File: src/rtl/alu_pkg.sv
// Shared constants and types for the ALU operation sequencer: ALU/ARM opcodes,
// NZCV bit positions and the sequencer state encoding.
package alu_pkg;

    localparam logic [4:0] ALU_AND    = 5'b00000;
    localparam logic [4:0] ALU_EOR    = 5'b00001;
    localparam logic [4:0] ALU_SUB    = 5'b00010;
    localparam logic [4:0] ALU_RSB    = 5'b00011;
    localparam logic [4:0] ALU_ADD    = 5'b00100;
    localparam logic [4:0] ALU_ADC    = 5'b00101;
    localparam logic [4:0] ALU_SBC    = 5'b00110;
    localparam logic [4:0] ALU_RSC    = 5'b00111;
    localparam logic [4:0] ALU_TST    = 5'b01000;
    localparam logic [4:0] ALU_TEQ    = 5'b01001;
    localparam logic [4:0] ALU_CMP    = 5'b01010;
    localparam logic [4:0] ALU_CMN    = 5'b01011;
    localparam logic [4:0] ALU_ORR    = 5'b01100;
    localparam logic [4:0] ALU_MOV    = 5'b01101;
    localparam logic [4:0] ALU_BIC    = 5'b01110;
    localparam logic [4:0] ALU_MVN    = 5'b01111;
    localparam logic [4:0] ALU_BYPASS = 5'b10000;

    localparam logic [3:0] OP_AND = 4'b0000;
    localparam logic [3:0] OP_EOR = 4'b0001;
    localparam logic [3:0] OP_SUB = 4'b0010;
    localparam logic [3:0] OP_RSB = 4'b0011;
    localparam logic [3:0] OP_ADD = 4'b0100;
    localparam logic [3:0] OP_ADC = 4'b0101;
    localparam logic [3:0] OP_SBC = 4'b0110;
    localparam logic [3:0] OP_RSC = 4'b0111;
    localparam logic [3:0] OP_TST = 4'b1000;
    localparam logic [3:0] OP_TEQ = 4'b1001;
    localparam logic [3:0] OP_CMP = 4'b1010;
    localparam logic [3:0] OP_CMN = 4'b1011;
    localparam logic [3:0] OP_ORR = 4'b1100;
    localparam logic [3:0] OP_MOV = 4'b1101;
    localparam logic [3:0] OP_BIC = 4'b1110;
    localparam logic [3:0] OP_MVN = 4'b1111;

    localparam int unsigned FLAG_N = 3;
    localparam int unsigned FLAG_Z = 2;
    localparam int unsigned FLAG_C = 1;
    localparam int unsigned FLAG_V = 0;

    typedef enum logic [2:0] {
        StIdle,
        StRdA,
        StRdB,
        StExec,
        StWb
    } seq_state_e;

endpackage

File: src/rtl/alu_op_decode.sv
// Combinational decode of an ARM data-processing opcode into the ALU opcode plus
// the test-op and no-first-operand qualifiers.
module alu_op_decode
    import alu_pkg::*;
(
    input  logic [3:0] opcode_i,
    output logic [4:0] alu_op_o,
    output logic       is_test_o,
    output logic       no_rn_o
);

    always_comb begin
        alu_op_o = {1'b0, opcode_i};
        // MOV is executed as a pass-through of operand B.
        if (opcode_i == OP_MOV) begin
            alu_op_o = ALU_BYPASS;
        end
    end

    assign is_test_o = (opcode_i[3:2] == 2'b10);
    assign no_rn_o   = (opcode_i == OP_MOV) || (opcode_i == OP_MVN);

endmodule

File: src/rtl/alu_op_sequencer.sv
// Multi-cycle controller: reads operands from a single-port register file, runs one
// data-processing op through the shared ALU, writes back and owns the NZCV register.
module alu_op_sequencer
    import alu_pkg::*;
#(
    parameter int unsigned RF_AW = 4,
    parameter int unsigned DW    = 32
) (
    input  logic             clk,
    input  logic             rst_n,
    input  logic             cmd_valid,
    output logic             cmd_ready,
    input  logic [3:0]       cmd_opcode,
    input  logic             cmd_s,
    input  logic             cmd_imm,
    input  logic [RF_AW-1:0] cmd_rd,
    input  logic [RF_AW-1:0] cmd_rn,
    input  logic [RF_AW-1:0] cmd_rm,
    input  logic [DW-1:0]    cmd_imm32,
    output logic [RF_AW-1:0] rf_addr,
    input  logic [DW-1:0]    rf_rdata,
    output logic             rf_we,
    output logic [DW-1:0]    rf_wdata,
    output logic [DW-1:0]    alu_a,
    output logic [DW-1:0]    alu_b,
    output logic [4:0]       alu_op,
    output logic             alu_s,
    output logic             alu_out_en,
    input  logic [DW-1:0]    alu_result,
    output logic [3:0]       alu_flags_in,
    input  logic [3:0]       alu_flags,
    output logic [3:0]       flags,
    output logic             done
);

    logic [4:0] dec_op;
    logic       dec_is_test;
    logic       dec_no_rn;

    alu_op_decode u_decode (
        .opcode_i  (cmd_opcode),
        .alu_op_o  (dec_op),
        .is_test_o (dec_is_test),
        .no_rn_o   (dec_no_rn)
    );

    seq_state_e       state_q, state_d;
    logic [RF_AW-1:0] rd_q, rm_q;
    logic             imm_q, is_test_q;
    logic             eff_s_q, eff_s_d;
    logic [4:0]       op_q, op_d;
    logic [DW-1:0]    a_q, a_d, b_q, b_d;
    logic [DW-1:0]    res_q;
    logic [3:0]       hflags_q, flags_q;
    logic [RF_AW-1:0] rf_addr_q, rf_addr_d;
    logic             rf_we_q, done_q;
    logic [DW-1:0]    alu_a_q, alu_b_q;
    logic [4:0]       alu_op_q;
    logic             alu_s_q, alu_out_en_q;
    logic             accept, enter_exec;

    assign cmd_ready  = (state_q == StIdle);
    assign accept     = cmd_valid && cmd_ready;
    assign enter_exec = (state_d == StExec) && (state_q != StExec);

    always_comb begin
        state_d   = state_q;
        a_d       = a_q;
        b_d       = b_q;
        op_d      = op_q;
        eff_s_d   = eff_s_q;
        rf_addr_d = rf_addr_q;
        unique case (state_q)
            StIdle: begin
                if (accept) begin
                    a_d     = '0;
                    b_d     = cmd_imm32;
                    op_d    = dec_op;
                    // Test ops always commit flags, whatever S says.
                    eff_s_d = cmd_s | dec_is_test;
                    if (!dec_no_rn) begin
                        rf_addr_d = cmd_rn;
                        state_d   = StRdA;
                    end else if (!cmd_imm) begin
                        rf_addr_d = cmd_rm;
                        state_d   = StRdB;
                    end else begin
                        state_d   = StExec;
                    end
                end
            end
            StRdA: begin
                a_d = rf_rdata;
                if (imm_q) begin
                    state_d = StExec;
                end else begin
                    rf_addr_d = rm_q;
                    state_d   = StRdB;
                end
            end
            StRdB: begin
                b_d     = rf_rdata;
                state_d = StExec;
            end
            StExec: begin
                rf_addr_d = rd_q;
                state_d   = StWb;
            end
            StWb: begin
                state_d = StIdle;
            end
            default: begin
                state_d = StIdle;
            end
        endcase
    end

    always_ff @(posedge clk or negedge rst_n) begin
        if (!rst_n) begin
            state_q      <= StIdle;
            rd_q         <= '0;
            rm_q         <= '0;
            imm_q        <= 1'b0;
            is_test_q    <= 1'b0;
            eff_s_q      <= 1'b0;
            op_q         <= '0;
            a_q          <= '0;
            b_q          <= '0;
            res_q        <= '0;
            hflags_q     <= '0;
            flags_q      <= '0;
            rf_addr_q    <= '0;
            rf_we_q      <= 1'b0;
            done_q       <= 1'b0;
            alu_a_q      <= '0;
            alu_b_q      <= '0;
            alu_op_q     <= '0;
            alu_s_q      <= 1'b0;
            alu_out_en_q <= 1'b0;
        end else begin
            state_q   <= state_d;
            a_q       <= a_d;
            b_q       <= b_d;
            op_q      <= op_d;
            eff_s_q   <= eff_s_d;
            rf_addr_q <= rf_addr_d;
            if (accept) begin
                rd_q      <= cmd_rd;
                rm_q      <= cmd_rm;
                imm_q     <= cmd_imm;
                is_test_q <= dec_is_test;
            end
            if (enter_exec) begin
                alu_a_q  <= a_d;
                alu_b_q  <= b_d;
                alu_op_q <= op_d;
                alu_s_q  <= eff_s_d;
            end
            alu_out_en_q <= (state_d == StExec);
            if (state_q == StExec) begin
                res_q    <= alu_result;
                hflags_q <= alu_flags;
            end
            rf_we_q <= (state_d == StWb) && !is_test_q;
            done_q  <= (state_d == StWb);
            if ((state_q == StWb) && eff_s_q) begin
                flags_q <= hflags_q;
            end
        end
    end

    assign rf_addr      = rf_addr_q;
    assign rf_we        = rf_we_q;
    assign rf_wdata     = res_q;
    assign alu_a        = alu_a_q;
    assign alu_b        = alu_b_q;
    assign alu_op       = alu_op_q;
    assign alu_s        = alu_s_q;
    assign alu_out_en   = alu_out_en_q;
    assign alu_flags_in = flags_q;
    assign flags        = flags_q;
    assign done         = done_q;

endmodule
File: config.mk
export PLATFORM = sky130hd
export DESIGN_NAME = alu_op_sequencer
export DESIGN_NICKNAME = d
export VERILOG_FILES = /design/src/rtl/alu_pkg.sv /design/src/rtl/alu_op_decode.sv /design/src/rtl/alu_op_sequencer.sv
export SDC_FILE = /design/constraint.sdc
export NUM_CORES = 1
export LEC_CHECK = 0
export CAP_MARGIN = 40
export CORE_AREA = 2 2 137 139
export DETAILED_ROUTE_END_ITERATION = 8
export DIE_AREA = 0 0 139 141
export GPL_TIMING_DRIVEN = 1
export PLACE_DENSITY = 0.87
export SKIP_CTS_REPAIR_TIMING = 1
export SYNTH_ARGS = -nofsm -noshare
export SYNTH_HDL_FRONTEND = slang
export SYNTH_SLANG_ARGS = --single-unit
export TNS_END_PERCENT = 1
File: constraint.sdc
create_clock -name clk -period 2.2 [get_ports clk]
set_clock_uncertainty 0.2 [all_clocks]
set_input_delay 0.22 -clock clk [delete_from_list [all_inputs] [get_ports clk]]
set_output_delay 0.22 -clock clk [all_outputs]
set_load 0.005 [all_outputs]
==> results of run 1 <==
kinds of logic (layout without fill, tap and decap cells):
group	Yosys count	in the layout	share of synthesized area, %
AND/OR/NAND/NOR	270	270	14.37
AO/OA/AOI/OAI	180	180	15.98
multiplexers	48	48	6.376
flip-flops	200	200	58.76
buffers and inverters	81	322	4.510
through the flow:
step	TNS, ps	area (µm²)	util (%)
global placement	0	11360	62.18
finish	0	11950	65.40
floorplan	0	8517	-
CTS	-193.7	11900	65.16
global route	-2.938	11950	65.40
detailed placement	-40.44	11360	62.18
cell type report:
type | count | area (µm²) | area share (%)
repair buffers | 286 | 2930 | 24.53
clock inverters | 14 | 116.4 | 0.9739
inverters | 4 | 15.01 | 0.1257
well taps | 234 | 292.8 | 2.451
flip-flops and latches | 200 | 5007 | 41.91
multi-input cells | 498 | 3157 | 26.42
clock buffers | 18 | 429.2 | 3.592
report_power, final:
part	internal (mW)	total, mW	switching (mW)
clock network	1.48	2.91	1.44
registers	5.55	6.45	0.900
logic	4.55	8.65	4.10
metal layers:
layer	share of wire, %	vias to the layer above
met5	0	-
met3	9.8	29
met2	49	373
met1	40	3592
met4	1.8	0
li1	-	3343
sequential cells by signal, summed over array words and instances (netlist names), 5 cells and up:
name and cells:
a_q 32, alu_a 32, alu_b 32, b_q 32, rf_wdata 32, alu_op 5, op_q 5
worst max-delay path, stage by stage (launching register included):
cell     delay, ps
dfrtp_1        500
buf_4          210
nor3b_4        310
a211o_2        300
buf_12         250
a41oi_1        170
placed cells by master (no fill, tap or decap), types with 14 or more instances in the layout:
cell type	netlist	layout
a2111oi_0	68	68
a31oi_1	35	35
a41oi_1	36	36
buf_12	0	14
buf_4	9	32
clkbuf_16	0	17
clkdlybuf4s50_1	0	236
dfrtp_1	200	198
mux2_2	46	46
nand2_1	171	171
nand3_1	72	72
o21ai_0	33	33
worst paths after layout:
check	start	endpoint	slack, ps	cells past startpoint
min in group asynchronous	rst_n	alu_b[8]	160	2
worst max-delay path	state_q[0]	alu_b[26]	80	5
worst max register to register	state_q[0]	alu_b[26]	80	5
worst min register to register	is_test_q	rf_we	230	1
worst min-delay path	cmd_rd[1]	rd_q[1]	120	3
max in group asynchronous	rst_n	alu_op[0]	910	3
==> summary.txt, run 1 <==
Worst setup path
  – Crit Path Max Fanout: 40
  – Worst setup SP type: flop
  – Critical Path RT: roughly 2300 ps
  – Setup crit end kind: flop
  – CP arrival: between 2000 and 2500 ps
  – Crit Path Category: reg2reg

Clocking
  – Worst-path clk slew: roughly 70 ps
  – CTS Buffer Depth: 2
  – Htree depth: 4
  – CTS tree: done
  – CTS root buf: clkbuf_16
  – TritonCTS Buffers: 17
  – Sink Count: 200
  – Worst-skew pair later-pin latency: approximately 420 ps

Logic synthesis
  – Library cells used by synthesis: 36
  – Mapped cell area: 0.008517 mm²
  – Post-synth EDFFs: 0
  – Ys async rst share: between 90% and 100%
  – Yosys reg bits: 200
  – Register area share after synthesis: between 50 and 60%
  – Synth top cells by count: 200 x dfrtp_1, 171 x nand2_1, 72 x nand3_1
  – Top_reg_cell synth: dfrtp_1
  – Synth Warn #: 0
  – Post-Synthesis Cells: 779
  – Cell taking the most area after synthesis: dfrtp_1
  – Synth top area share: about three fifths
  – Top post-synthesis cells by area: dfrtp_1 59%, nand2_1 7.5%, a2111oi_0 7.0%
  – Most frequent cell after synthesis: dfrtp_1
  – Avg Cell Area, Syn: 10.93 µm²
  – Syn Nets: 900

Power
  – Power per cell area: between 1500 and 2000 mW/mm²
  – Leakage power: roughly 5 nW
  – Total power: between 15 and 20 mW
  – Peak VDD IR: roughly 0.00076 V

Finish
  – Post-route insts no fill: between 1000 and 1500
  – ANT cells: 0
  – Final nets: about 1100
  – Fillers: 1398
  – Area growth from synthesis to layout: 40.28%
  – Layout cell share with drive strength beyond 1: roughly 14%

STA
  – Min Hold Slack: about 120 ps
  – Crit path time final: about 2100 ps
  – Max Fclk: between 400 and 500 MHz
  – Final hold vios: 0
  – Max-slew violation count: 0
  – Worst-Margin Slew: between 500 and 600 ps
  – Crit share post-route: a little over nine tenths
  – Fin worst setup slack: 82.04 ps
  – Final Setup Violations: 0
  – Slew HR: 65.57%

Drt
  – Starting DRC count in detailed routing: approximately 500
  – Avg WL per Cell: about 19 µm
  – DR DRC count: 0
  – Final antenna-violating net count: 0
  – Vias/cell: 5.851
  – WL final: around 23000 µm
  – Drt first pass iters: 5
  – Vias: 7337

Global route
  – GR Layer Usage met1: between 30% and 40%
  – GR peak layer: met2
  – Gr ovfl total: 0
  – Vias in the first global route: approximately 7400
  – GRT Util Overall: between 20% and 30%
  – Global-route met2 utilization: approximately two fifths
  – Grt met3 use: under 10%
  – Largest net degree at the start of global routing: between 60 and 70
  – First-pass GRT wire length: approximately 38000 µm
  – Initial antenna violation count: 0

Placed design
  – Port Buffers: ~240
  – Placer congestion estimate: just over 0.8
  – Setup slack at placement: -14.85 ps
  – Hpwl dp: about 16000 µm
  – Inst Count DP: 1218

Floorplanning
  – # IOs: around 240
  – Die area: slightly below 0.02 mm²
  – Initial Utilization: between 40% and 50%
  – Core Footprint: 0.01827 mm²
  – Die height: approximately 140 µm
  – Num rows: 50
  – DIE WIDTH: ~140 µm

Min path
  – Hold WC Path Type: in2reg

Run status
  – Status: complete, no violations

Job
  – MaxCap Viol Count: 0
No activity file was read; power rests on OpenSTA's default activity.
==> run 2, diff against run 1 <==
==> constraint.sdc (replaced) <==
create_clock -name clk -period 2.3 [get_ports clk]
set_clock_uncertainty 0.2 [all_clocks]
set_input_delay 0.23 -clock clk [delete_from_list [all_inputs] [get_ports clk]]
set_output_delay 0.23 -clock clk [all_outputs]
set_load 0.005 [all_outputs]
==> run 2 against run 1 <==
Cell area fell by 0.22%. Final cell count fell by 0.40%. Clock-buffer cell count fell by 1. Core utilization fell by 0.14 points. Power fell by 2.9%. Routed wire length rose by 3.1%. Critical path type is now reg2out. Critical endpoint is now cmd_ready.
==> summary.txt, run 2 (synthesized netlist as in run 1, its figures left out) <==
Placed design
  – Hpwl dp: 16080 µm (+0.84%)
  – Inst Count DP: 1210 (-0.66%)
  – Port Buffers: 238 (unchanged)
  – Placer congestion estimate: 0.8287 (about the same)

Floorplanning
  – Die area: 0.01960 mm² (unchanged)
  – # IOs: 239 (unchanged)
  – Num rows: 50 (unchanged)
  – Core Footprint: 0.01827 mm² (unchanged)
  – Initial Utilization: 46.62% (unchanged)
  – DIE WIDTH: 139 µm (unchanged)
  – Die height: 141 µm (unchanged)

Power
  – Switching Share: 35.86% (+0.12 points)
  – Power per cell area: 1468 mW/mm² (-2.6%)
  – P_sw: 6.274 mW (-2.5%)
  – Internal: 11.22 mW (-3.0%)
  – Peak VDD IR: 0.0007508 V (-0.63%)
  – Clock power share: 17.7% (+1.5 points)
  – Comb pwr share: 46.9% (-1.1 points)
  – Leakage power: 4.983 nW (-0.25%)
  – Sequential share of power: 35.4% (-0.4 points)

Clocking
  – CTS Buffer Depth: 2 (unchanged)
  – Worst-path clk slew: 80 ps (about the same)
  – CTS tree: done
  – Worst-skew pair later-pin latency: 430 ps (about the same)
  – Htree depth: 4 (unchanged)
  – TritonCTS Buffers: 17 (unchanged)
  – CTS root buf: clkbuf_16
  – Sink Count: 200 (unchanged)

Finish
  – Util after Layout: 65.26% (-0.14 points)
  – Commonest non-fill, non-tap cell in the layout: clkdlybuf4s50_1
  – Multi-input combinational cell area: 0.003159 mm² (about the same)
  – ANT cells: 0 (unchanged)
  – Post-route insts no fill: 1249 (-0.40%)
  – Fillers: 1441 (+3.1%)
  – Area growth from synthesis to layout: 39.97%
  – Register area: 0.005009 mm² (about the same)
  – Layout cell share with drive strength beyond 1: 13.69% (-0.13 points)
  – Final nets: 1123 (-0.44%)
  – Most frequent cells in the layout: 237 x clkdlybuf4s50_1, 197 x dfrtp_1, 171 x nand2_1

STA
  – Slew HR: 52.96% (-13 points)
  – Crit path time final: approximately 2200 ps
  – Worst-Margin Slew: 705.5 ps (+202.1 ps)
  – RSZ-0062 raised after global routing: false
  – Max-slew violation count: 0 (unchanged)
  – Final Setup Violations: 0 (unchanged)
  – Final hold vios: 0 (unchanged)
  – Max Fclk: 448.8 MHz
  – Crit share post-route: a little over nine tenths

Drt
  – Vias/cell: 5.968 (+2.0%)
  – Starting DRC count in detailed routing: 498 (-0.60%)
  – Final antenna-violating net count: 0 (unchanged)
  – Drt first pass iters: 5 (unchanged)
  – Vias: 7454 (+1.6%)
  – Avg WL per Cell: 19.40 µm (+3.5%)
  – DR DRC count: 0 (unchanged)
  – WL final: 24230 µm (+3.1%)

Worst setup path
  – Setup crit end kind: output pin
  – Crit Path Category: reg2out
  – CP arrival: 1800 ps (-390 ps)
  – Worst setup SP type: flop
  – Crit Path Max Fanout: 8 (-80%)
  – Critical Path RT: 1870 ps (-400 ps)

Global route
  – Gr ovfl total: 0 (unchanged)
  – GRT Util Overall: 24.89% (+0.79 points)
  – First-pass GRT wire length: 39220 µm (+3.0%)
  – Vias in the first global route: 7600 (+2.9%)
  – Initial antenna violation count: 1 (+1)
  – Largest net degree at the start of global routing: 52 (-16%)

Min path
  – Hold WC Path Type: in2async

Run status
  – Status: complete, no violations

Job
  – MaxCap Viol Count: 0 (unchanged)
==> run 2: power by group through the flow <==
stage / combinational, mW / sequential [mW] / clock [mW]
4_1_cts: 8.15 / 6.22 / 3.15
5_1_grt: 8.98 / 6.39 / 3.29
6_report: 8.21 / 6.19 / 3.09
3_5_place_dp: 8.10 / 6.27 / 0
2_1_floorplan: 4.29 / 6.07 / 0
3_3_place_gp: 7.82 / 6.18 / 0
==> run 2: layout make-up <==
cell class | instances | area share (%)
multi-input combinational | 498 | 26.50
timing repair buffer | 281 | 23.79
clock buffer | 17 | 3.568
sequential | 200 | 42.01
tap | 234 | 2.456
inverter | 4 | 0.1259
clock inverter | 15 | 1.543
==> run 2: per-stage QoR <==
step                setup TNS [ps]  setup slack (ps)  power (mW)  hold slack [ps]  area, µm²
floorplan                        0             340.2       10.36           -265.6       8517
global placement                 0             106.9       14.00            15.17      11250
detailed placement               0             27.82       14.37            17.87      11250
CTS                         -161.5            -161.5       17.53           -449.0      11860
global route                     0             11.64       18.67            121.1      11920
finish                           0             71.86       17.50            116.9      11920
==> run 2: metal layers <==
layer	wire length (µm)	vias up	part of all wire [%]	GRT usage, %
li1	-	3328	-	-
met1	9625	3679	40	31.91
met2	11630	404	48	39.54
met3	2414	41	10	9.069
met4	537	2	2.2	8.293
met5	13	-	0.054	0
==> run 2: path summary, 6_finish.rpt <==
kind | from | endpoint | slack, ps | cells past startpoint
worst max register to register | state_q[1] | alu_b[12] | 120 | 5
min in group clk | cmd_rd[1] | rd_q[1] | 120 | 3
max in group asynchronous | rst_n | state_q[0] | 1130 | 3
worst min-delay path | rst_n | b_q[12] | 120 | 2
worst min register to register | is_test_q | rf_we | 230 | 1
worst max-delay path | state_q[1] | cmd_ready | 70 | 3
==> run 2: critical path: stages (launching register included) <==
cell             delay [ps]
dfrtp_2                 460
buf_4                   190
nor3_2                  190
clkdlybuf4s50_1         530
==> run 3, diff against run 2 <==
==> constraint.sdc (replaced) <==
create_clock -name clk -period 2.3 [get_ports clk]
set_clock_uncertainty 0.2 [all_clocks]
set_input_delay 0.46 -clock clk [delete_from_list [all_inputs] [get_ports clk]]
set_output_delay 0.46 -clock clk [all_outputs]
set_load 0.005 [all_outputs]
==> run 3 against run 2 <==
Sequential share of layout area shrank 0.081 points. Combinational power up 1%. Final cell count is 0.72% higher. Worst hold slack better by 130 ps. Clock power decreased by 8.1%. First-iteration DRC count increased by 19%. Critical endpoint is now alu_b[31].
==> summary.txt, run 3 (synthesized netlist as in run 1, its figures left out) <==
Worst setup path
  – Crit Path Category: reg2reg
  – Worst R2R Path Depth: 4 (-1)
  – R2r endpoint: alu_b[31]
  – CP arrival: 2240 ps (+440 ps)
  – CP Cell Sequence: buf_4, or2_2, o21ai_0, a41oi_1
  – Max incr delay on CP: 560 ps (+30 ps)
  – Buffers & Inverters on Critical Path: 1 (-1)
  – Setup crit end kind: flop
  – Slowest cell on the critical path: or2_2
  – Top Family by Delay on Critical Path: compound AO/OA/AOI/OAI gates
  – Critical Path RT: 2370 ps (+500 ps)
  – FF-to-FF setup slack: 130 ps (about the same)
  – Crit Path Max Fanout: 32 (+24)
  – Origin of the critical flop-to-flop path: state_q[2]
  – Worst setup SP type: flop

Drt
  – Avg WL per Cell: 19.54 µm (+0.76%)
  – Final antenna-violating net count: 0 (unchanged)
  – Starting DRC count in detailed routing: 591 (+19%)
  – DR DRC count: 0 (unchanged)
  – Vias: 7514 (+0.80%)
  – WL final: 24590 µm (+1.5%)
  – Vias/cell: 5.973 (about the same)
  – Drt first pass iters: 5 (unchanged)

Global route
  – Initial antenna violation count: 0 (-1)
  – Largest net degree at the start of global routing: 57 (+9.6%)
  – Gr ovfl total: 0 (unchanged)
  – First-pass GRT wire length: 40070 µm (+2.2%)
  – GRT Util Overall: 25.47% (+0.58 points)
  – Vias in the first global route: 7714 (+1.5%)

Floorplanning
  – Die area: 0.01960 mm² (unchanged)
  – Initial Utilization: 46.62% (unchanged)
  – Die height: 141 µm (unchanged)
  – Core Footprint: 0.01827 mm² (unchanged)
  – Num rows: 50 (unchanged)
  – # IOs: 239 (unchanged)
  – DIE WIDTH: 139 µm (unchanged)

Finish
  – Layout cell share with drive strength beyond 1: 14.26% (+0.56 points)
  – Commonest non-fill, non-tap cell in the layout: clkdlybuf4s50_1
  – Fillers: 1394 (-3.3%)
  – Final nets: 1132 (+0.80%)
  – Most frequent cells in the layout: 236 x clkdlybuf4s50_1, 198 x dfrtp_1, 171 x nand2_1
  – Util after Layout: 65.37% (+0.11 points)
  – Area growth from synthesis to layout: 40.21%
  – ANT cells: 0 (unchanged)

STA
  – Max Fclk: 460.8 MHz (+2.7%)
  – Crit share post-route: 94.35% (-2.5 points)
  – Max-slew violation count: 0 (unchanged)
  – Final Setup Violations: 0 (unchanged)
  – Crit path time final: 2170 ps (-57.99 ps)
  – Worst-Margin Slew: 702.7 ps (-2.785 ps)
  – Final hold vios: 0 (unchanged)
  – Slew HR: 53.15% (+0.19 points)

Placed design
  – Hpwl dp: 16430 µm (+2.2%)
  – Port Buffers: 238 (unchanged)
  – Placer congestion estimate: 0.8122 (-2.0%)

Min path
  – Hold WC Path Type: reg2reg
  – Hold worst-path end: rf_we
  – Hold Crit Depth: 1
  – Min-delay src: is_test_q

Job
  – MaxCap Viol Count: 0 (unchanged)

Clocking
  – CTS root buf: clkbuf_16
  – TritonCTS Buffers: 17 (unchanged)
  – CTS tree: done
  – CTS Buffer Depth: 2 (unchanged)
  – Sink Count: 200 (unchanged)
  – Worst-skew pair later-pin latency: 430 ps (about the same)
  – Worst-path clk slew: 70 ps (about the same)
  – Htree depth: 4 (unchanged)

Power
  – Power per cell area: 1453 mW/mm² (-1.0%)
  – Total power: 17.35 mW (-0.84%)
  – Peak VDD IR: 0.0007794 V (+3.8%)
  – Leakage power: 5.007 nW (+0.49%)

Run status
  – Status: complete, no violations
==> run 3: cell types whose count changed in the layout (fill, tap and decap cells not counted), sizes merged <==
cell / delta
dlymetal6s2s: +1
clkinvlp: +3
inv: -4
buf: +9
clkdlybuf4s50: -1
clkbuf: +3
bufinv: -2
==> run 3: stage by stage <==
| stage | cells | hold WS [ps] | setup TNS, ps | area, µm² | worst slack, ps |
|---|---|---|---|---|---|
| finish | 1258 | 242.7 | 0 | 11940 | 129.8 |
| global placement | 1225 | 222.5 | -797.0 | 11370 | -70.65 |
| CTS | 1257 | -189.8 | -224.0 | 11920 | -224.0 |
| floorplan | 779 | -35.59 | 0 | 8517 | 340.2 |
| global route | 1258 | 271.4 | -13.58 | 11940 | -13.58 |
| detailed placement | 1225 | 227.5 | -3588 | 11370 | -183.3 |
==> run 3: cell type report <==
cell class	count	area, µm²	area share [%]
Clock buffer	20	456.7	3.824
Tap cell	234	292.8	2.452
Inverter	4	15.01	0.1257
Sequential cell	200	5007	41.93
Clock inverter	12	91.34	0.7649
Timing Repair Buffer	290	2919	24.44
Multi-Input combinational cell	498	3159	26.46
==> run 3: worst max-delay path by stage <==
stage | end | slack [ps] | from | cells past startpoint
after global placement | alu_s | -70 | cmd_valid | 4
after global routing | alu_b[31] | -10 | state_q[2] | 4
after CTS | cmd_ready | -220 | state_q[1] | 3
after detailed placement | alu_b[13] | -180 | cmd_opcode[3] | 5
final | alu_b[31] | 130 | state_q[2] | 4
after floorplan | alu_op[1] | 340 | state_q[2] | 6
==> run 3: worst register-to-register path, delay by kind of cell (launching register included) <==
kind / cells / cell delay [ps]
AOI/OAI and AO/OA: 2 / 580
buffers and inverters: 1 / 200
DFF: 1 / 470
and+or+nand+nor: 1 / 560
==> run 3: power breakdown <==
group	internal, mW	total (mW)	switching, mW
Combinational	4.32	8.32	4.00
Clock	1.46	2.84	1.38
Sequential	5.31	6.19	0.880
Total	11.1	17.3	6.26
==> run 3: layer usage <==
metal  part of all wire [%]  global-route usage, %  vias to the layer above
li1                       -                      -                     3347
met1                     39                  33.57                     3723
met2                     49                  40.63                      403
met3                    9.8                  7.133                       41
met4                    2.4                  9.357                        0
met5                      0                      0                        -
